File: src/rtl/pulse_gen_pkg.sv
// Shared types and default field widths for the pulse train generator.
package pulse_gen_pkg;

  typedef enum logic [1:0] {
    S_IDLE = 2'd0,
    S_HIGH = 2'd1,
    S_LOW  = 2'd2
  } state_t;

  localparam int DEF_W_HIGH = 4;
  localparam int DEF_W_LOW  = 4;
  localparam int DEF_W_CNT  = 4;

  // Wider of two field widths; sizes the shared phase counter.
  function automatic int max_width(input int a, input int b);
    return (a > b) ? a : b;
  endfunction

endpackage

File: src/rtl/pulse_train_generator_phase_counter.sv
// Loadable down-counter. Load wins over decrement. The counter holds at
// zero instead of wrapping. The zero and one flags let the owner detect
// the last cycle of a phase.
module phase_counter #(
  parameter int W = 4
) (
  input  logic         clk,
  input  logic         rst,
  input  logic         load,
  input  logic [W-1:0] load_value,
  input  logic         dec,
  output logic         zero,
  output logic         one
);

  localparam logic [W-1:0] ONE = W'(1);

  logic [W-1:0] value;

  // Count register: synchronous reset, then load, then saturating decrement.
  // NOTE: state registers use non-blocking assignments so every flop samples pre-edge values.
  always_ff @(posedge clk) begin
    if (rst) begin
      value <= '0;
    end else if (load) begin
      value <= load_value;
    end else if (dec && (value != '0)) begin
      value <= value - ONE;
    end
  end

  assign zero = (value == '0);
  assign one  = (value == ONE);

endmodule

File: src/rtl/pulse_train_generator.sv
// Pulse train generator. It accepts one request over valid/ready and then
// drives N pulses. Each pulse is H cycles high followed by L cycles low.
// pulse_out and done come straight from flops. req_ready is decoded from state.
module pulse_train_generator
  import pulse_gen_pkg::*;
#(
  parameter int W_HIGH = DEF_W_HIGH,
  parameter int W_LOW  = DEF_W_LOW,
  parameter int W_CNT  = DEF_W_CNT
) (
  input  logic              clk,
  input  logic              rst,
  input  logic              req_valid,
  output logic              req_ready,
  input  logic [W_HIGH-1:0] req_high,
  input  logic [W_LOW-1:0]  req_low,
  input  logic [W_CNT-1:0]  req_count,
  output logic              pulse_out,
  output logic              busy,
  output logic              done
);

  localparam int W_PH = max_width(W_HIGH, W_LOW);

  state_t state, state_next;

  logic [W_HIGH-1:0] high_len;
  logic [W_LOW-1:0]  low_len;
  logic [W_HIGH-1:0] clamped_high;
  logic [W_LOW-1:0]  clamped_low;

  logic            latch;
  logic            done_next;
  logic            ph_load;
  logic [W_PH-1:0] ph_value;
  logic            ph_dec;
  logic            ph_zero;
  logic            ph_one;
  logic            ph_expire;
  logic            rem_load;
  logic            rem_dec;
  logic            rem_zero;
  logic            rem_one_unused;

  // A zero-length phase would make a pulse invisible, so a zero field becomes 1.
  assign clamped_high = (req_high == '0) ? W_HIGH'(1) : req_high;
  assign clamped_low  = (req_low  == '0) ? W_LOW'(1)  : req_low;

  // The phase ends on its last counted cycle. Zero covers the post-reset value.
  assign ph_expire = ph_one | ph_zero;

  assign req_ready = (state == S_IDLE);
  assign busy      = ~req_ready;

  // Next-state, counter control and completion decode.
  // NOTE: every output of this block gets a default first, so no path can infer a latch.
  always_comb begin
    state_next = state;
    latch      = 1'b0;
    done_next  = 1'b0;
    ph_load    = 1'b0;
    ph_value   = '0;
    ph_dec     = 1'b0;
    rem_load   = 1'b0;
    rem_dec    = 1'b0;
    case (state)
      S_IDLE: begin
        if (req_valid) begin
          latch = 1'b1;
          if (req_count != '0) begin
            state_next = S_HIGH;
            ph_load    = 1'b1;
            ph_value   = W_PH'(clamped_high);
            rem_load   = 1'b1;
          end else begin
            done_next = 1'b1;
          end
        end
      end
      S_HIGH: begin
        if (ph_expire) begin
          state_next = S_LOW;
          ph_load    = 1'b1;
          ph_value   = W_PH'(low_len);
          rem_dec    = 1'b1;
        end else begin
          ph_dec = 1'b1;
        end
      end
      S_LOW: begin
        if (ph_expire) begin
          if (rem_zero) begin
            state_next = S_IDLE;
            done_next  = 1'b1;
          end else begin
            state_next = S_HIGH;
            ph_load    = 1'b1;
            ph_value   = W_PH'(high_len);
          end
        end else begin
          ph_dec = 1'b1;
        end
      end
      default: state_next = S_IDLE;
    endcase
  end

  // State, latched request fields and the registered output pins.
  always_ff @(posedge clk) begin
    if (rst) begin
      state     <= S_IDLE;
      high_len  <= '0;
      low_len   <= '0;
      pulse_out <= 1'b0;
      done      <= 1'b0;
    end else begin
      state     <= state_next;
      pulse_out <= (state_next == S_HIGH);
      done      <= done_next;
      if (latch) begin
        high_len <= clamped_high;
        low_len  <= clamped_low;
      end
    end
  end

  phase_counter #(.W(W_PH)) u_phase (
    .clk        (clk),
    .rst        (rst),
    .load       (ph_load),
    .load_value (ph_value),
    .dec        (ph_dec),
    .zero       (ph_zero),
    .one        (ph_one)
  );

  phase_counter #(.W(W_CNT)) u_remaining (
    .clk        (clk),
    .rst        (rst),
    .load       (rem_load),
    .load_value (req_count),
    .dec        (rem_dec),
    .zero       (rem_zero),
    .one        (rem_one_unused)
  );

endmodule
File: config.mk
export PLATFORM = sky130hd
export DESIGN_NAME = pulse_train_generator
export DESIGN_NICKNAME = d
export VERILOG_FILES = /design/src/rtl/pulse_gen_pkg.sv /design/src/rtl/pulse_train_generator_phase_counter.sv /design/src/rtl/pulse_train_generator.sv
export SDC_FILE = /design/constraint.sdc
export NUM_CORES = 1
export LEC_CHECK = 0
export ABC_AREA = 1
export ABC_CLOCK_PERIOD_IN_PS = 1400
export CAP_MARGIN = 20
export CORE_MARGIN = 5
export CORE_UTILIZATION = 48
export CTS_CLUSTER_DIAMETER = 30
export DETAILED_ROUTE_END_ITERATION = 7
export GPL_TIMING_DRIVEN = 0
export PLACE_DENSITY_LB_ADDON = 0.08
export SETUP_SLACK_MARGIN = 0.2
export SLEW_MARGIN = 20
export SYNTH_ARGS = -nofsm -noshare
export SYNTH_HDL_FRONTEND = slang
export SYNTH_SLANG_ARGS = --single-unit
File: constraint.sdc
create_clock -name clk -period 1.4 [get_ports clk]
set_input_delay 0.14 -clock clk [delete_from_list [all_inputs] [get_ports clk]]
set_output_delay 0.14 -clock clk [all_outputs]
set_load 0.01 [all_outputs]
# [Word level (Yosys, flattened, before mapping)]
# Index checks and enable logic that the tools add are counted.
[classes] n_bitwise=2 eq_ne=4 reduce_logical=13 n_mux=35 n_addsub=2
[op_table] operator="$mux W4" n=11
[op_table] operator="$logic_not A4 Y1" n=4
[op_table] operator="$mux W1" n=16
[op_table] operator="$pmux W4 S3" n=1
[op_table] operator="$reduce_bool A4 Y1" n=3
[op_table] operator="$mux W2" n=4
[op_table] operator="$sub A4 B1 Y4 const B" n=2
[op_table] operator="$pmux W2 S3" n=1
[op_table] operator="$eq A2 B1 Y1 const B" n=2
[op_table] operator="$eq A4 B1 Y1 const B" n=1
[op_table] operator="$reduce_bool A2 Y1" n=2
[op_table] operator="$pmux W1 S3" n=1
[op_table] operator="$eq A2 B2 Y1 const B" n=1
[op_table] operator="$logic_and A1 B1 Y1" n=2
[op_table] operator="$logic_not A2 Y1" n=1
[op_table] operator="$pmux W1 S2" n=1
[op_table] operator="$reduce_or A2 Y1" n=1
[op_table] operator="$not A1 Y1" n=1
[op_table] operator="$or A1 B1 Y1" n=1
[totals] out_inout_bits=4 inputBits=15 reg_bits=20

# [Depth between registers and ports, before layout]
# Gate-level depths: netlist of run 1.
[depth] word_depth=7 ltp_mapped=13

# [Modules after synthesis]
# From an unflattened synthesis of run 1, not the netlist that was laid out.
[hier_totals] cells_unflattened=207 hier_area_um2=1337.5
[by_module_without_submodules] module="pulse_train_generator" area_per_inst_um2=767.0 cells_each=113 instances=1
[by_module_without_submodules] module="phase_counter" area_per_inst_um2=285.3 cells_each=47 instances=2

# [Least setup slack after synthesis of run 1]
# OpenSTA, ideal clock, no wires.
[synth_timing] path_type="register to register" startpoint="reg state[0]" endpoint="reg u_phase.value[2]" path_buffers=1 setup_ns=0.112 synth_period_minus_slack_ns=1.486 setup_slack_ns=-0.086 arrival_ns=1.374 stages_incl_launch_ff=12 path_cell_list="dfxtp_1 -> inv_1 -> ha_1 -> nand2_4 -> clkinv_4 -> buf_6 -> nand3_1 -> nand3_1 -> nand2_1 -> nand2_1 -> nor2_1 -> nor2_1"
[synth_via] word_cells_on_any_way=10 classes_between="eq/ne: 2; mux: 4; reduce/logical: 4"
[synth_rtl] element="start, declared" line_no="pulse_train_generator.sv:25" rtl="state_t state, state_next;"
[synth_rtl] element="start signal, assigned" line_no="pulse_train_generator.sv:117" rtl="state <= state_next;"
[synth_rtl] element="$logic_not A2 Y1 *"
[synth_rtl] element="named net req_ready" line_no="pulse_train_generator.sv:14" rtl="output logic req_ready,"
[synth_rtl] element="$pmux W4 S3 / $pmux W1 S3 (equally long branches)" line_no="pulse_train_generator.sv:66" rtl="case (state)"
[synth_rtl] element="$mux W4 / $reduce_bool A2 Y1 (equally long branches)"
[synth_rtl] element="end signal, assigned" line_no="pulse_train_generator_phase_counter.sv:26" rtl="value <= load_value;"
[synth_rtl] element="end signal, assigned" line_no="pulse_train_generator_phase_counter.sv:28" rtl="value <= value - ONE;"
[synth_rtl] element="end, declared" line_no="pulse_train_generator_phase_counter.sv:18" rtl="logic [W-1:0] value;"
# The timed path passes the listed nets; every way through them passes the cells marked *.
# A chain may end at the register's enable or synchronous reset.

# [Final worst setup path of run 1]
[layout_timing] startpoint="reg u_phase.value[0]" endpoint="reg u_phase.value[2]"
[layout_via] elab_chain_len=6 word_cells_on_any_way=17 classes_between="add/sub: 1; eq/ne: 1; mux: 10; bitwise: 1; reduce/logical: 4"
[layout_rtl] element="$eq A4 B1 Y1 / $logic_not A4 Y1 (equally long branches)" line_no="pulse_train_generator_phase_counter.sv:33, pulse_train_generator_phase_counter.sv:32"
[layout_rtl] element="$or A1 B1 Y1" line_no="pulse_train_generator.sv:50" rtl="assign ph_expire = ph_one | ph_zero;"
[layout_rtl] element="$mux W1" line_no="pulse_train_generator.sv:81, pulse_train_generator.sv:91"
[layout_rtl] element="$mux W1"
[layout_rtl] element="$logic_and A1 B1 Y1" line_no="pulse_train_generator_phase_counter.sv:27" rtl="end else if (dec && (value != '0)) begin"
[layout_rtl] element="$reduce_bool A2 Y1 (no source line)"
# Several ways; a longest one is shown, not always the timed one. The select of a mux whose other input is x is not followed.

==> results of run 1 <==
routing by layer:
metal / GRT usage (%) / share of wire, % / up-vias
met3: 3.60 / 4.5 / 15
met2: 34.6 / 52 / 41
met1: 20.3 / 41 / 631
met5: 0 / 0 / -
li1: - / - / 674
met4: 10.6 / 3.0 / 0
cells in the final DEF (no fill, tap or decap), types with 3 or more instances in the layout:
master	netlist	routed
inv_4	1	4
nor2_4	3	4
o21ai_1	4	4
nand2_1	46	35
nand2_8	1	3
buf_4	1	13
inv_1	18	9
a31oi_1	4	3
ha_4	0	5
a21oi_2	0	5
nand2_4	5	9
nand2_2	2	7
nand3_2	3	7
nand3b_1	3	3
a21oi_1	11	6
dfxtp_2	0	4
nand3_4	0	3
clkbuf_4	0	3
inv_2	4	9
nand3_1	14	7
buf_6	1	7
xor2_1	4	4
nor2_2	1	3
dfxtp_1	20	15
nor2_1	18	15
o21ai_2	0	5
clkdlybuf4s50_1	0	13
power by group through the flow:
stage	Clock, W	Combinational, W	Sequential, W
floorplan	0	0.00114	0.000804
global placement	0	0.00141	0.000813
detailed placement	0	0.00146	0.000819
CTS	0.000495	0.00199	0.000824
global route	0.000525	0.00242	0.000839
finish	0.000497	0.00222	0.000828
worst max path at each step:
stage	start	end	slack (ps)	cells past startpoint
final	u_phase.value[0]$_SDFFE_PP0P_	u_phase.value[2]$_SDFFE_PP0P_	-30	11
after global routing	state[1]$_SDFF_PP0_	u_phase.value[1]$_SDFFE_PP0P_	-130	12
after CTS	u_phase.value[0]$_SDFFE_PP0P_	u_phase.value[2]$_SDFFE_PP0P_	-5	11
after detailed placement	req_count[3]	u_phase.value[2]$_SDFFE_PP0P_	-190	12
after global placement	req_count[3]	u_phase.value[3]$_SDFFE_PP0P_	-170	12
after floorplan	state[0]$_SDFF_PP0_	u_phase.value[2]$_SDFFE_PP0P_	80	11
worst max-delay path, delay by kind of cell (launching register included):
| kind | cells | cell delay [ps] |
|---|---|---|
| adders and majority gates | 1 | 140 |
| and+or+nand+nor | 9 | 730 |
| buffers and inverters | 1 | 70 |
| DFF | 1 | 390 |
logic make-up after synthesis:
group,after synthesis,synth area share [%]
AND/OR/NAND/NOR,99,39.0
buffers and inverters,27,9.28
AO/OA/AOI/OAI,26,10.7
flip-flops,20,30.6
adder cells (fa/ha/maj),8,7.66
XOR/XNOR,4,2.68
repair_timing:
item / 4_1_cts / 5_1_grt
endpoints found under the hold margin: 0 / 0
endpoints found under the setup margin: 24 / 22
pin swaps: 22 / 8
resized for setup: 66 / 22
buffers inserted: 15 / 4
cloned: 1 / 0
final cells by class:
class	count	area, um^2	area share [%]
Clock inverter	1	30.0	1.46
Inverter	24	118	5.70
Buffer	3	35.0	1.70
Clock buffer	3	22.5	1.09
Tap cell	31	38.8	1.88
Sequential cell	20	409	19.8
Timing Repair Buffer	37	357	17.3
Multi-Input combinational cell	137	1050	51.1
stage by stage:
step / setup TNS [ps] / total power [W] / util [%] / hold WS [ps]
after floorplan: 0 / 0.00194 / - / 283
after global routing: -602 / 0.00379 / 76.8 / 137
final: -51.9 / 0.00354 / 76.8 / 130
after CTS: -4.78 / 0.00331 / 72.8 / 120
after global placement: -1040 / 0.00223 / 57.9 / 445
after detailed placement: -1260 / 0.00228 / 57.9 / 446
registers in the layout (all words and copies together) (netlist names):
signal             count
high_len               4
low_len                4
u_phase.value          4
u_remaining.value      4
state                  2
done                   1
pulse_out              1
==> impl_metrics.csv, run 1 <==
group,metric,value,unit
yosys,async_flop_share,0,%
critical_path,worstPathMaxFanout,7,
placement,dp_hpwl,2270,um
yosys,synth_area,1310,um^2
yosys,ys_types,28,
layout,layout.nets,249,
sta,rsz0062_at_grt,"true",
yosys,synth_area_per_cell,7.11,um^2
global_routing,antenna_found_initial,0,
global_routing,grt_max_degree,13,
placement,post_dp_cell_area,1560,um^2
sta,final_max_slew_viol_count,0,
clocking,path_clk_slew,130,ps
sta,min_period,1430,ps
floorplanning,fp.coreArea,2690,um^2
min_path,hold_class,"in -> reg",
critical_path,reg2reg_depth,11,
floorplanning,rows,19,
critical_path,slowest_stage,"dfxtp_4",
sta,maxSlewHeadroom,73.1,%
clocking,clk_latency,310,ps
clocking,cts_buffers,3,
min_path,min_path_cells,2,
pwr,p_comb_share,62.6,%
sta,setup_viol,4,
pwr,total_leakage_power,0.926,nW
placement,dpl.cell_count,232,
detailed_routing,vias_per_cell,5.32,
yosys,seq_area_frac_synth,30.6,%
critical_path,slowest_delay,390,ps
yosys,synthTopCellsByArea,"dfxtp_1 (31%), nand2_1 (13%), ha_1 (7.7%)",
yosys,syn_nets,207,
yosys,synth_cells,184,
yosys,yosys_most_used_dff,"dfxtp_1",
floorplanning,pin_count,19,
layout,final_cells,256,
yosys,ys_warn_count,0,
job,maxCapViolCount,0,
pwr,p_int,0.00201,W
critical_path,r2r_slack,-30,ps
global_routing,grt.total_usage,19.1,%
layout,nFillCells,210,
floorplanning,die_w,62.2,um
critical_path,crit_chain,"inv_4 > ha_4 > nor2_2 > nor2_4 > nand3_4 > nand2_4 > nand2_4 > nand2_1 > nand2_1 > nor2_1 > nor2_1",
pwr,ir_drop,1.20,mV
sta,clock_skew,6.30,ps
critical_path,startpoint_type,"flop",
clocking,cts_hold_buf,0,
pwr,power.density,1720,nW/um^2
detailed_routing,drtAntennaViolNets,0,
sta,fin_crit_sh,102,%
critical_path,reg2reg_from,"u_phase.value[0]$_SDFFE_PP0P_",
pwr,seqPwrFrac,23.4,%
critical_path,arrival,1650,ps
layout,drive_gt1_share,45.8,%
layout,area_growth,57.8,%
yosys,synth-edff-count,0,
clocking,ctsRootBufferMaster,"clkbuf_4",
critical_path,r2r-end,"u_phase.value[2]$_SDFFE_PP0P_",
run_status,outcome,"finished with violations",
floorplanning,die_area,3870,um^2
placement,gp_congestion,0.807,
run_status,violations,"setup timing",
yosys,ys_ff_latch,20,
detailed_routing,drt-pass1-iter-count,6,
critical_path,worstSetupEndpointType,"flop",
detailed_routing,vias,1361,
critical_path,path_class,"reg -> reg",
clocking,cts_tree,"done",
clocking,cts_sinks,20,
global_routing,grt_pass1_vias,1418,
global_routing,grt_pass1_wl,6120,um
placement,port_buffers,17,
layout,diodes,0,
critical_path,required,1620,ps
pwr,p_switching,0.00154,W
global_routing,overflow,0,
yosys,synth_top_area_share,30.6,%
yosys,yosys.area.top_type,"dfxtp_1",
pwr,switching_share,43.4,%
floorplanning,start_util,48.7,%
placement,post-place-ws,-185,ps
sta,hold_viol,0,
yosys,yosysMostFrequentCell,"nand2_1",
sta,fmax,698,MHz
yosys,synth_common_cells,"nand2_1 (46), dfxtp_1 (20), inv_1 (18), nor2_1 (18), nand3_1 (14)",
layout,design_area,2060,um^2
detailed_routing,wirelength,3670,um
sta,worst_slack,-32.3,ps
clocking,cts_buffer_depth,2,
pwr,pwr-share-clk,14.0,%
floorplanning,die_y,62.2,um
detailed_routing,wl_per_cell,14.4,um
detailed_routing,route.detailed.drc,0,
clocking,htree_num_levels,1,
detailed_routing,drt-initial-drc-count,67,
sta,tightest_slew,403,ps
min_path,worstHoldStart,"rst",
min_path,min_delay_worst_endpoint,"high_len[2]$_SDFFE_PP0P_",
(Power assumes the default switching activity.)
==> run 2: changes to the inputs <==
ABC_CLOCK_PERIOD_IN_PS = default   (was 1400)
==> results of run 2 <==
The final DEF is identical to that of run 1; final timing and power are the same.
==> run 3: changes to the inputs <==
SLEW_MARGIN = 0   (was 20)
==> results of run 3 <==
The final DEF is identical to that of run 1; final timing and power are the same.
